$ cat src/rtl/inst_mem_loader.sv
// ---------------------------------------------------------------------------
// inst_mem_loader
//
// Writer side of the instruction memory. Program bytes arrive over a
// valid/ready byte stream. Every four accepted bytes are packed into one
// little-endian 32-bit word, which is then written to instruction memory
// through a word-aligned byte-address write port. A load always writes
// words 0 .. MEM_SIZE-1 in order, and the CPU is held stalled for as long
// as a load is in progress.
//
// Ports
//   i_clk          rising-edge clock for all logic
//   i_rst_n        synchronous, active-low reset
//   i_start        begin a load (only looked at while idle)
//   i_byte_in      program byte
//   i_byte_valid   i_byte_in carries a byte
//   o_byte_ready   loader takes a byte this cycle
//   o_wr_en        memory write strobe, one cycle per word
//   o_wr_address   byte address of the word being written (bits[1:0] = 0)
//   o_wr_data      assembled word, first received byte in bits [7:0]
//   o_busy         a load is in progress
//   o_cpu_stall    same as o_busy
//   o_done         one-cycle pulse after the last word has been written
//   o_word_count   words written so far in the current / last load
// ---------------------------------------------------------------------------
module inst_mem_loader #(
   parameter int DATA_WIDTH    = 32,
   parameter int ADDRESS_WIDTH = 32,
   parameter int MEM_SIZE      = 10,
   localparam int COUNT_WIDTH  = $clog2(MEM_SIZE + 1)
) (
   input  logic                     i_clk,
   input  logic                     i_rst_n,
   input  logic                     i_start,
   input  logic [7:0]               i_byte_in,
   input  logic                     i_byte_valid,
   output logic                     o_byte_ready,
   output logic                     o_wr_en,
   output logic [ADDRESS_WIDTH-1:0] o_wr_address,
   output logic [DATA_WIDTH-1:0]    o_wr_data,
   output logic                     o_busy,
   output logic                     o_cpu_stall,
   output logic                     o_done,
   output logic [COUNT_WIDTH-1:0]   o_word_count
);

   typedef enum logic [1:0] {
      IDLE,
      ASSEMBLE,
      WRITE,
      DONE
   } state_t;

   localparam logic [COUNT_WIDTH-1:0] LAST_WORD = COUNT_WIDTH'(MEM_SIZE - 1);

   state_t                   r_state;
   logic [1:0]               r_byteIdx;
   logic [COUNT_WIDTH-1:0]   r_wordIdx;
   logic [COUNT_WIDTH-1:0]   r_wordCount;
   logic [31:0]              r_partial;
   logic                     r_byteReady;
   logic                     r_wrEn;
   logic [ADDRESS_WIDTH-1:0] r_wrAddress;
   logic [DATA_WIDTH-1:0]    r_wrData;
   logic                     r_busy;
   logic                     r_done;

   logic [ADDRESS_WIDTH-1:0] w_wordAddress;

   // Word index scaled to a byte address; the two low bits are always zero.
   assign w_wordAddress = ADDRESS_WIDTH'({r_wordIdx, 2'b00});

   // Single FSM block. Every output is a register that is updated together
   // with the state it belongs to, so o_byte_ready is already low in the
   // WRITE cycle and o_busy drops exactly when IDLE is re-entered.
   // While assembling, o_byte_ready is high, so i_byte_valid alone marks a
   // handshake. The fourth byte skips the partial register and goes straight
   // into the output word, which is why the write can follow on the very
   // next cycle.
   always_ff @(posedge i_clk) begin
      if (!i_rst_n) begin
         r_state     <= IDLE;
         r_byteIdx   <= '0;
         r_wordIdx   <= '0;
         r_wordCount <= '0;
         r_partial   <= '0;
         r_byteReady <= 1'b0;
         r_wrEn      <= 1'b0;
         r_wrAddress <= '0;
         r_wrData    <= '0;
         r_busy      <= 1'b0;
         r_done      <= 1'b0;
      end else begin
         case (r_state)
            IDLE: begin
               r_done <= 1'b0;
               if (i_start) begin
                  r_state     <= ASSEMBLE;
                  r_byteIdx   <= '0;
                  r_wordIdx   <= '0;
                  r_wordCount <= '0;
                  r_byteReady <= 1'b1;
                  r_busy      <= 1'b1;
               end
            end

            ASSEMBLE: begin
               if (i_byte_valid) begin
                  if (r_byteIdx == 2'd3) begin
                     r_wrData    <= DATA_WIDTH'({i_byte_in, r_partial[23:0]});
                     r_wrAddress <= w_wordAddress;
                     r_wrEn      <= 1'b1;
                     r_byteReady <= 1'b0;
                     r_state     <= WRITE;
                  end else begin
                     r_partial[8*r_byteIdx +: 8] <= i_byte_in;
                  end
                  r_byteIdx <= r_byteIdx + 2'd1;
               end
            end

            WRITE: begin
               r_wrEn      <= 1'b0;
               r_wordCount <= r_wordCount + COUNT_WIDTH'(1);
               if (r_wordIdx == LAST_WORD) begin
                  r_state <= DONE;
                  r_done  <= 1'b1;
               end else begin
                  r_wordIdx   <= r_wordIdx + COUNT_WIDTH'(1);
                  r_byteIdx   <= '0;
                  r_byteReady <= 1'b1;
                  r_state     <= ASSEMBLE;
               end
            end

            DONE: begin
               r_done  <= 1'b0;
               r_busy  <= 1'b0;
               r_state <= IDLE;
            end

            default: begin
               r_state <= IDLE;
            end
         endcase
      end
   end

   assign o_byte_ready = r_byteReady;
   assign o_wr_en      = r_wrEn;
   assign o_wr_address = r_wrAddress;
   assign o_wr_data    = r_wrData;
   assign o_busy       = r_busy;
   assign o_cpu_stall  = r_busy;
   assign o_done       = r_done;
   assign o_word_count = r_wordCount;

endmodule

$ cat config.mk
export PLATFORM = sky130hd
export DESIGN_NAME = inst_mem_loader
export DESIGN_NICKNAME = d
export VERILOG_FILES = /design/src/rtl/inst_mem_loader.sv
export SDC_FILE = /design/constraint.sdc
export NUM_CORES = 1
export LEC_CHECK = 0
export ABC_AREA = 1
export BUFFER_PORTS_ARGS = -buffer_cell sky130_fd_sc_hd__buf_2
export CAP_MARGIN = 20
export CORE_ASPECT_RATIO = 0.75
export CORE_MARGIN = 8
export CORE_UTILIZATION = 50
export CTS_BUF_LIST = sky130_fd_sc_hd__clkbuf_8
export DETAILED_ROUTE_END_ITERATION = 8
export HOLD_SLACK_MARGIN = 0.15
export PLACE_DENSITY = 0.76
export SYNTH_ARGS = -nofsm -noshare
export SYNTH_HDL_FRONTEND = slang
export SYNTH_SLANG_ARGS = --single-unit
$ cat constraint.sdc
create_clock -name i_clk -period 4.45 [get_ports i_clk]
set_clock_uncertainty 0.1 [all_clocks]
set_input_delay 1.335 -clock i_clk [delete_from_list [all_inputs] [get_ports i_clk]]
set_output_delay 1.335 -clock i_clk [all_outputs]
set_load 0.01 [all_outputs]
; After elaboration in Yosys (flattened, before gate mapping)
; Cells that the tools add are included.
[op_classes]
add_sub_neg = 4
n_bitwise = 1
n_reduce_logical = 17
eq_ne = 10
mux = 25
n_shift = 2
[op_table]
columns = cell, n
row1 = 5-bit negator with 34-bit output, 1
row2 = "8-bit by 34-bit variable shift with 32-bit output, first input constant", 1
row3 = 8-bit by 34-bit variable part select with 32-bit output, 1
row4 = 32-bit bitwise mux, 1
row5 = 4-bit one-hot mux with 2 select lines, 2
row6 = 3-bit AND reduction, 5
row7 = 2-bit two-way mux, 7
row8 = "2-bit inequality test, second input constant", 5
row9 = "4-bit by 1-bit adder with 4-bit output, second input constant", 2
row10 = 4-bit two-way mux, 2
row11 = 2-bit one-hot mux with 4 select lines, 1
row12 = 2-bit nonzero test, 4
row13 = 1-bit two-way mux, 7
row14 = "2-bit equality test, second input constant", 3
row15 = 1-bit one-hot mux with 2 select lines, 3
row16 = 2-bit one-hot mux with 3 select lines, 1
row17 = 2-bit AND reduction, 3
row18 = 5-bit AND reduction, 1
row19 = "4-bit equality test, second input constant", 1
row20 = 4-bit AND reduction, 1
row21 = 1-bit one-hot mux with 3 select lines, 1
row22 = 3-bit nonzero test, 1
row23 = "2-bit by 1-bit adder with 2-bit output, second input constant", 1
row24 = "2-bit by 1-bit equality test with 1-bit output, second input constant", 1
row25 = 3 further kinds, 3
[word_totals]
register_bits = 84
out_inout_bits = 73
in_bits = 12
word_cells = 70

; Depth between registers and ports, before layout
[logic_depth]
depth_word = 4
depth_mapped = 9
mapped_depth_nobuf = 9

; Least setup slack after synthesis
; Ideal clock, no wire load.
[synth_path]
kind = input to register
start = input port i_byte_valid
end = register r_partial[23]
n_path_buf = 1
path_slack_ns = 2.312
setup_time_ns = 0.126
required_ns = 4.224
arrival_ns = 1.913
path_stages = 6
cell_sequence = nand3_4 nor2_4 buf_6 or2_1 nand2_1 nor2_2
[synth_via]
elab_chain_cells = 1
[synth_lines]
columns = item, line_no
row1 = "start, declared", 36  ; input logic i_byte_valid,
row2 = 3-bit AND reduction (no source line), n/a
row3 = "end signal, assigned by index", 116  ; r_partial[8*r_byteIdx +: 8] <= i_byte_in;
row4 = "end, declared", 60  ; logic [31:0] r_partial;
; Every way passes these cells.
; A chain may end at the register's enable or synchronous reset.

; Worst setup path in the final report
[layout_path]
start = input port i_byte_valid
end = register r_wrData[7], in the netlist o_wr_data[7]
[layout_via]
elab_chain_cells = 1
[layout_lines]
columns = item, line_no
row1 = 3-bit AND reduction (no source line), n/a
row2 = "end signal, assigned", 110  ; r_wrData <= DATA_WIDTH'({i_byte_in, r_partial[23:0]});
row3 = "end, declared", 64  ; logic [DATA_WIDTH-1:0] r_wrData;
; Every way passes these cells.

==> impl_metrics.py <==
metrics = {
    "run_status": {
        "status": "finished clean",
    },
    "cts": {
        "htreeDepth": 3,
        "insertion_delay_ns": 0.34,
        "cts_resized": 0,
        "cts_sinks": 76,
        "root_buffer": "clkbuf_8",
        "cts.clk_slew.worst_paths_ns": 0.07,
        "postCtsSetupBuffers": 0,
        "numCtsBuffers": 9,
        "cts_tree": "built",
        "ctsHoldBuffers": 0,
        "clockBufferDepth": 2,
    },
    "placement": {
        "place_inst": 565,
        "io_buffers": 56,
        "hpwl_um": 5650,
        "gp_congestion": 0.835,
    },
    "die": {
        "core_um2": 6730,
        "rows": 26,
        "fp.dieW_um": 112,
        "die_area_um2": 9840,
        "start_util_pct": 51.2,
        "ios": 85,
        "die_h_um": 87.9,
    },
    "cells_and_area": {
        "drive_above_1_share_pct": 17.2,
        "finalNonFillerCells": 579,
        "syn2layout_area_growth_pct": 9.25,
        "nNetsFinal": 517,
        "diodes": 0,
    },
    "timing": {
        "maxSlewViolCount": 0,
        "fmax_mhz": 386,
        "finalSetupViolations": 0,
        "finalCritPeriodShare_pct": 58.2,
        "rsz0062_at_grt": "false",
        "hold_viol_final": 0,
        "post-route-min-period_ns": 2.59,
        "slew_headroom_pct": 55.3,
        "fin_setup_tns_ns": 0,
        "worstMarginPinSlew_ns": 0.669,
    },
    "routing": {
        "drtAntennaViolNets": 0,
        "vias": 2865,
        "dr.pass1.iters": 4,
        "drc": 0,
        "routed_wl_um": 7730,
        "wl_per_cell_um": 13.3,
        "routed_via_density": 4.95,
        "first_iter_violations": 152,
    },
    "critical_path": {
        "criticalPathCategory": "in -> reg",
        "cp_slowest_cell": "nor2_4",
        "cp_cell_sequence": "buf_2 > nand2_1 > nor2_4 > inv_2 > nor2_1 > nor2_1",
        "cp_max_fo": 34,
        "crit_path_end_kind": "flip-flop",
        "cp.arrival_ns": 2.73,
        "crit_top_cell": "nor2_1",
        "crit_buf_inv": 2,
        "crit_required_ns": 4.59,
        "crit_family": "simple AND/OR/NAND/NOR gates",
        "critPathLaunchType": "primary input",
        "cpPeakStageDelay_ns": 0.53,
    },
    "synthesis": {
        "ys_types": 29,
        "synthesis.area_um2": 3450,
        "ys.flop_type": "dfxtp_1",
        "synth_top_cell_by_area": "dfxtp_1",
        "synth-seq-cells": 76,
        "synth_most_common_cell": "dfxtp_1",
        "synth_cells": 444,
        "async_reset_ff_share_pct": 0,
        "yosys_warnings": 0,
        "seq_area_frac_synth_pct": 44.1,
        "synth_area_per_cell_um2": 7.77,
        "synth_area_leaders": "dfxtp_1 44%, nor2_1 8.1%, buf_4 6.7%",
        "yosys.area.top_type_share_pct": 44.1,
        "synth_edf_count": 0,
        "synth_common_cells": "76 x dfxtp_1, 74 x nor2_1, 48 x nand2_1",
    },
    "hold_path": {
        "hp-class": "reg -> reg",
    },
    "pwr": {
        "p_leak_nw": 1.83,
        "p_total_mw": 1.57,
        "power.density_nw_per_um2": 417,
        "ir_drop_v": 0.000209,
    },
    "grt": {
        "grt_max_degree": 45,
        "antenna_found_initial": 0,
        "overflow": 0,
        "grtUsageTotal_pct": 16.6,
        "grt_pass1_vias": 2846,
        "grt_pass1_wl_um": 13200,
    },
    "run": {
        "maxCapViolCount": 0,
    },
}
==> where the power goes <==
part	switching, mW	internal (mW)	total [mW]
clock network	0.234	0.247	0.481
logic	0.236	0.106	0.341
registers	0.0337	0.716	0.750
total	0.504	1.07	1.57
==> worst min-delay path, delay by kind of cell, from the launching register on <==
family	cells	cell delay, ns
flip-flops	1	0.31
buffers and inverters	1	0.05
AO/OA/AOI/OAI	1	0.05
==> placed cells by master (no fill, tap or decap), types with 2 or more instances in the layout <==
cell type  netlist  routed
o21ai_1         21      21
buf_4           31       3
buf_2            6      56
nand2_1         48      48
a211oi_1         2       2
nand4_1          5       5
or2_2            2       2
dfxtp_1         76      76
clkinv_2         0       2
nor2_4           4       4
inv_1           36      38
conb_1           1      28
clkbuf_8         0       9
ha_1            13      13
nand3_1         29      29
a21oi_1         41      41
o21ai_0         33      33
nor2_1          74      74
inv_2            3       3
==> layout make-up <==
cell class	instances	area (um^2)
fillers	691	2970
clock inverters	5	47.5
repair buffers	59	303
multi-input cells	307	1520
well taps	84	105
clock buffers	9	124
inverters	39	146
flip-flops and latches	76	1520
==> routing by layer <==
layer  GRT usage (%)  up-vias  share of wire, %
met3            7.23        9               7.5
met1            20.9     1308                50
li1                -     1473                 -
met2            25.9       75                42
met4            3.34        0              0.83
met5               0        -                 0
==> cell families after synthesis <==
group                      after synthesis  synth area share (%)
other                                    1                 0.109
and+or+nand+nor                        168                  21.8
buffers and inverters                   88                  14.7
DFF                                     76                  44.1
AOI/OAI and AO/OA                       98                  14.5
adders and majority gates               13                  4.72
==> sequential cells by signal, indices dropped and copies added, names as in the netlist <==
| signal | flops |
|---|---|
| o_busy | 1 |
| r_state | 2 |
| o_wr_address | 4 |
| o_byte_ready | 1 |
| r_partial | 24 |
| o_word_count | 4 |
| o_wr_en | 1 |
| o_wr_data | 32 |
| r_byteIdx | 2 |
| r_wordIdx | 4 |
| o_done | 1 |
==> metrics by stage <==
stage	worst slack (ns)	hold WS, ns	util [%]	cell area [um^2]
floorplan	2.31	0.345	-	3550
global placement	1.56	0.345	53.4	3600
detailed placement	1.49	0.347	53.4	3600
CTS	1.86	0.358	55.9	3770
global route	1.68	0.370	55.9	3770
finish	1.86	0.358	55.9	3770
==> final timing paths <==
check                     from      endpoint  slack (ns)  depth (start not counted)
setup / recovery  i_byte_valid  o_wr_data[7]        1.86                          6
setup reg to reg    r_state[1]  o_wr_data[7]        2.14                          7
hold / removal          o_done        o_done        0.36                          2
hold reg to reg         o_done        o_done        0.36                          2
(Power assumes the default switching activity.)
